[config.mk]
export PLATFORM = sky130hd
export DESIGN_NAME = step_ctrl
export DESIGN_NICKNAME = d
export VERILOG_FILES = /design/src/rtl/step_pkg.sv /design/src/rtl/rate_ticker.sv /design/src/rtl/step_ctrl.sv
export SDC_FILE = /design/constraint.sdc
export NUM_CORES = 1
export LEC_CHECK = 0
export ABC_AREA = 1
export ABC_CLOCK_PERIOD_IN_PS = 2900
export CAP_MARGIN = 20
export CORE_MARGIN = 1.5
export CORE_UTILIZATION = 48
export DETAILED_ROUTE_END_ITERATION = 6
export PLACE_DENSITY = 0.91
export SYNTH_ARGS = -nofsm -noshare
export SYNTH_HDL_FRONTEND = slang
export SYNTH_HIERARCHICAL = 1
export SYNTH_SLANG_ARGS = --single-unit
export TNS_END_PERCENT = 30
[constraint.sdc]
create_clock -name clock -period 2.9 [get_ports clock]
set_input_delay 0.29 -clock clock [delete_from_list [all_inputs] [get_ports clock]]
set_output_delay 0.29 -clock clock [all_outputs]
set_load 0.03 [all_outputs]
[src/rtl/step_pkg.sv]
// Shared types for the step_ctrl execution controller: request modes and FSM states.
package step_pkg;

  typedef enum logic [1:0] {
    MODE_RUN   = 2'b00,
    MODE_STEP  = 2'b01,
    MODE_BURST = 2'b10,
    MODE_BP    = 2'b11
  } mode_e;

  typedef enum logic [1:0] {
    ST_IDLE   = 2'b00,
    ST_RUN    = 2'b01,
    ST_BURST  = 2'b10,
    ST_HALTED = 2'b11
  } state_e;

endpackage

[src/rtl/rate_ticker.sv]
// Rate divider for step_ctrl: down-counter that ticks at zero, reloads from rate_div
// whenever an enable fires, and sits at zero while the controller is inactive.
module rate_ticker #(
  parameter int DIV_W = 26
) (
  input  logic             clock,
  input  logic             reset,
  input  logic             active,
  input  logic             load,
  input  logic [DIV_W-1:0] rate_div,
  output logic             tick
);

  logic [DIV_W-1:0] cnt;

  // NOTE: sequential state is assigned with <= only, so every flop samples pre-edge values.
  always_ff @(posedge clock) begin
    if (!reset) begin
      cnt <= '0;
    end else if (load) begin
      cnt <= rate_div;
    end else if (!active) begin
      cnt <= '0;
    end else if (cnt != '0) begin
      cnt <= cnt - DIV_W'(1);
    end
  end

  assign tick = active && (cnt == '0);

endmodule

[src/rtl/step_ctrl.sv]
// Execution controller producing the single registered datapath enable cpu_en.
// Breakpoint mode and PC compare are built only when STEP_BREAKPOINT_EN is defined.
module step_ctrl
  import step_pkg::*;
#(
  parameter int PC_W  = 33,
  parameter int CNT_W = 16,
  parameter int DIV_W = 26
) (
  input  logic             clock,
  input  logic             reset,
  input  logic [1:0]       mode,
  input  logic             step_pulse,
  input  logic             halt_req,
  input  logic [CNT_W-1:0] burst_len,
  input  logic [DIV_W-1:0] rate_div,
  input  logic [PC_W-1:0]  pc,
  input  logic [PC_W-1:0]  bp_addr,
  output logic             cpu_en,
  output logic             running,
  output logic             bp_hit,
  output logic [1:0]       state,
  output logic [CNT_W-1:0] cyc_count
);

  state_e           st_q;
  mode_e            req_mode;
  logic [CNT_W-1:0] remaining;
  logic             active;
  logic             tick;
  logic             fire;
  logic             start_ok;
  logic             bp_stop;

  assign req_mode = mode_e'(mode);
  assign active   = (st_q == ST_RUN) || (st_q == ST_BURST);
  assign start_ok = step_pulse && !((req_mode == MODE_BURST) && (burst_len == '0));
  assign state    = st_q;

`ifdef STEP_BREAKPOINT_EN
  logic cmp_q;
  logic skip_q;
  logic bp_hit_q;

  // The compare sees the PC of the enable about to fire only when rate_div >= 1;
  // back-to-back enables would already be one instruction ahead.
  assign bp_stop = cmp_q && !skip_q && (pc == bp_addr);
  assign bp_hit  = bp_hit_q;
`else
  logic unused_bp;

  assign unused_bp = ^{pc, bp_addr};
  assign bp_stop   = 1'b0;
  assign bp_hit    = 1'b0;
`endif

  rate_ticker #(.DIV_W(DIV_W)) u_ticker (
    .clock    (clock),
    .reset    (reset),
    .active   (active),
    .load     (fire),
    .rate_div (rate_div),
    .tick     (tick)
  );

  // Decide whether the next cycle carries an enable.
  always_comb begin
    // NOTE: default assignment first keeps this combinational block latch-free.
    fire = 1'b0;
    if (!halt_req) begin
      case (st_q)
        ST_IDLE:   fire = start_ok;
        ST_RUN:    fire = !step_pulse && tick && !bp_stop;
        ST_BURST:  fire = (remaining != '0) && tick;
`ifdef STEP_BREAKPOINT_EN
        ST_HALTED: fire = step_pulse;
`else
        ST_HALTED: fire = 1'b0;
`endif
        default:   fire = 1'b0;
      endcase
    end
  end

  always_ff @(posedge clock) begin
    if (!reset) begin
      st_q      <= ST_IDLE;
      remaining <= '0;
      cpu_en    <= 1'b0;
      running   <= 1'b0;
      cyc_count <= '0;
`ifdef STEP_BREAKPOINT_EN
      cmp_q     <= 1'b0;
      skip_q    <= 1'b0;
      bp_hit_q  <= 1'b0;
`endif
    end else begin
      cpu_en    <= fire;
      cyc_count <= cyc_count + CNT_W'(cpu_en);
`ifdef STEP_BREAKPOINT_EN
      skip_q    <= 1'b0;
`endif
      if (halt_req) begin
        st_q    <= ST_IDLE;
        running <= 1'b0;
      end else begin
        case (st_q)
          ST_IDLE: begin
            if (start_ok) begin
              running <= 1'b1;
              case (req_mode)
                MODE_STEP: begin
                  st_q      <= ST_BURST;
                  remaining <= '0;
                end
                MODE_BURST: begin
                  st_q      <= ST_BURST;
                  remaining <= burst_len - CNT_W'(1);
                end
                default: begin
                  st_q  <= ST_RUN;
`ifdef STEP_BREAKPOINT_EN
                  cmp_q <= (req_mode == MODE_BP);
`endif
                end
              endcase
            end
          end

          ST_RUN: begin
            if (step_pulse) begin
              st_q    <= ST_IDLE;
              running <= 1'b0;
            end else if (tick && bp_stop) begin
              st_q    <= ST_HALTED;
              running <= 1'b0;
`ifdef STEP_BREAKPOINT_EN
              bp_hit_q <= 1'b1;
`endif
            end
          end

          // remaining counts enables still owed after the one currently in flight.
          ST_BURST: begin
            if (remaining == '0) begin
              st_q    <= ST_IDLE;
              running <= 1'b0;
            end else if (tick) begin
              remaining <= remaining - CNT_W'(1);
            end
          end

          ST_HALTED: begin
`ifdef STEP_BREAKPOINT_EN
            if (step_pulse) begin
              st_q     <= ST_RUN;
              running  <= 1'b1;
              bp_hit_q <= 1'b0;
              skip_q   <= 1'b1;
            end
`else
            st_q <= ST_IDLE;
`endif
          end

          default: begin
            st_q    <= ST_IDLE;
            running <= 1'b0;
          end
        endcase
      end
    end
  end

endmodule

==> impl_metrics.toml <==
[hold_path]
hp-class = "reg -> reg"

[placement]
port_buffers = 67
place_inst = 959
globalplace.congestion = 0.933
dp_hpwl_um = 8140
place_ws_ps = 141

[drt]
drt_iter0_markers = 249
drc = 0
vias = 4896
viasPerCell = 5.02
drtAntennaViolNets = 0
drt-wirelength-per-cell_um = 11.1
wirelength_um = 10800
drtPass1Iterations = 6

[finish]
fin_cells = 975
final_net_count = 968
antennaDiodeCount = 0
syn_to_final_growth_pct = 22.3
drive_gt1_share_pct = 7.45

[sta]
fmax_ghz = 0.380
final.period_utilization_pct = 90.8
fin_ws_ps = 266
slew-limit-headroom_pct = 65.6
fin_skew_ps = 9.93
rsz0062_at_grt = "yes"
drv_slew = 0
min_period_ps = 2630
setup_violations = 0
hold_viol = 0
tightest_slew_ps = 515

[cts]
cts_root_buf = "clkbuf_8"
cts_tree = "done"
htreeDepth = 3
clk_pin_slew_ps = 70
clock-sinks = 62
cts_buffers = 9
insertion_delay_ps = 340
clk_path_buf_depth = 2

[power_and_ir_drop]
ir_drop_uv = 423
seqPwrFrac_pct = 32.4
p_int_mw = 1.87
p_comb_share_pct = 38.7
clkPwrFrac_pct = 28.8
power_density_mw_per_mm2 = 542
p_leak_nw = 2.63
swShare_pct = 38.2
power_switching_mw = 1.16

[logic_synthesis]
synth_top_area_share_pct = 27.2
synth_cells = 772
yosysWarnings = 6
yosys-top-cells-area = "dfxtp_1, nand2_1, nor2_1, inv_1, nand3_1"
synth_fa_ha_area_share_pct = 3.56
synth_top_family_by_area = "simple AND/OR/NAND/NOR gates"
syn_area_sq_mm = 0.00457
synth-xor-area-share_pct = 1.53
yosysMostFrequentCell = "nand2_1"
ys.flop_type = "dfxtp_1"
avgSynthCellArea_sq_um = 5.92
netlist_top_cells_count = "nand2_1, nor2_1, inv_1"
synth-edff-count = 0
synth-seq-area-share_pct = 27.2
synthMuxAreaShare_pct = 0
synth_top_cell_by_area = "dfxtp_1"
ys_async_sr_fraction_pct = 0
synth_compound_area_share_pct = 9.42
ys_ff_latch = 62
ys_types = 39
synth_fp_nets = 899
synthSimpleGateAreaFrac_pct = 47.3

[critical_path]
cp_slowest_stage_delay_ps = 330
crit_fanout = 15
cp-start-kind = "flip-flop"
arrival_ps = 2890
cp_cell_sequence = "inv_1 > ha_1 > nand2_4 > inv_1 > nand2_1 > nor3_1 > nand3_1 > nor3_1 > nand4_1 > nand2_1 > nand2_1 > inv_1 > buf_4 > nand2_1 > o21ai_0 > nand2_1 > a21oi_1"
crit_required_ps = 3160
cp_common_cell = "nand2_1"
critical_path_class = "reg -> reg"
endpoint_kind = "flip-flop"
cp_slowest_cell = "dfxtp_1"

[floorplanning]
rows = 35
die-area_sq_mm = 0.0101
start_util_pct = 49.5
num_io_pins = 135
die_width_um = 101
core-area_sq_mm = 0.00924
die_h_um = 101

[flow_run]
cap_violations = 0

[global_routing]
overflow = 0
antenna_found_initial = 0
grt_pass1_vias = 4362
grt.total_usage_pct = 22.5
use_met1_pct = 28.4
grt_max_degree = 27
grt_use_met2_pct = 37.8
grt_pass1_wl_um = 18500
busiest_layer = "met2"
grt_util_met3_pct = 3.19

[outcome]
outcome = "completed"
==> layer usage <==
metal,part of all wire (%),up-vias
li1,-,2570
met1,45,2135
met2,47,165
met3,6.0,26
met4,2.8,0
met5,0,-
==> layout make-up <==
cell class	instances	area, sq um
inverters	103	395
well taps	129	161
clock inverters	5	81.3
flip-flops and latches	62	1240
repair buffers	75	731
multi-input cells	590	2830
fillers	878	3650
clock buffers	11	151
==> metrics by stage <==
stage	TNS (ps)	cell area [sq um]	hold WS (ps)	util, %	power [mW]
CTS	0	5590	491	60.4	3.04
floorplan	0	4570	439	-	1.89
global route	-6.13	5590	510	60.5	3.26
global placement	0	5350	475	57.9	2.12
finish	0	5590	490	60.5	3.03
detailed placement	0	5350	486	57.9	2.15
==> sequential cells by signal, summed over array words and instances (netlist names) <==
signal,count
u_ticker/cnt,26
cyc_count,16
running,1
cpu_en,1
state,2
remaining,16
==> power groups by stage <==
stage               logic, mW  clock network [mW]  registers [mW]
floorplan               0.897                   0           0.997
global placement         1.12                   0           0.997
detailed placement       1.15                   0           0.999
CTS                      1.17               0.894           0.981
global route             1.33               0.937           0.990
finish                   1.17               0.874           0.983
==> final timing paths <==
path | from | to | slack (ps) | cells after the start
max reg2reg | u_ticker/cnt[0]$_SDFFE_PN0P_ | u_ticker/cnt[0]$_SDFFE_PN0P_ | 270 | 17
max | u_ticker/cnt[0]$_SDFFE_PN0P_ | u_ticker/cnt[0]$_SDFFE_PN0P_ | 270 | 17
min | cyc_count[4]$_SDFF_PN0_ | cyc_count[4]$_SDFF_PN0_ | 490 | 2
min reg2reg | cyc_count[4]$_SDFF_PN0_ | cyc_count[4]$_SDFF_PN0_ | 490 | 2
==> cells in the final DEF, fill, tap and decap left out, types with 10 or more instances in the layout <==
cell / netlist / final
dfxtp_1: 62 / 62
ha_1: 13 / 13
nor2_2: 10 / 10
clkbuf_8: 0 / 11
inv_1: 98 / 97
nor2_1: 136 / 136
a21oi_1: 40 / 40
nand3_1: 61 / 61
nand2_1: 229 / 229
nand4_1: 15 / 15
clkdlybuf4s50_1: 0 / 67
o21ai_0: 30 / 30
==> worst max-delay path: cells and delay by family (launching register included) <==
| kind | cells | cell delay (ps) |
|---|---|---|
| adders and majority gates | 1 | 260 |
| buffers and inverters | 4 | 670 |
| and+or+nand+nor | 10 | 1090 |
| DFF | 1 | 330 |
| AOI/OAI and AO/OA | 2 | 210 |
==> what timing repair did <==
| action | CTS | global route |
|---|---|---|
| hold buffers | 0 | 0 |
| buffers inserted | 0 | 0 |
| resized for setup | 0 | 1 |
| setup endpoints to repair | 0 | 6 |
==> logic make-up (layout without fill, tap and decap cells) <==
kind of cell | after synthesis | after routing
simple gates | 487 | 487
buf+inv | 120 | 194
compound gates | 81 | 81
flops | 62 | 62
fa+ha+maj | 13 | 13
xor+xnor | 8 | 8
other cells | 1 | 1
Note: power is estimated with default switching activity, not from simulation.
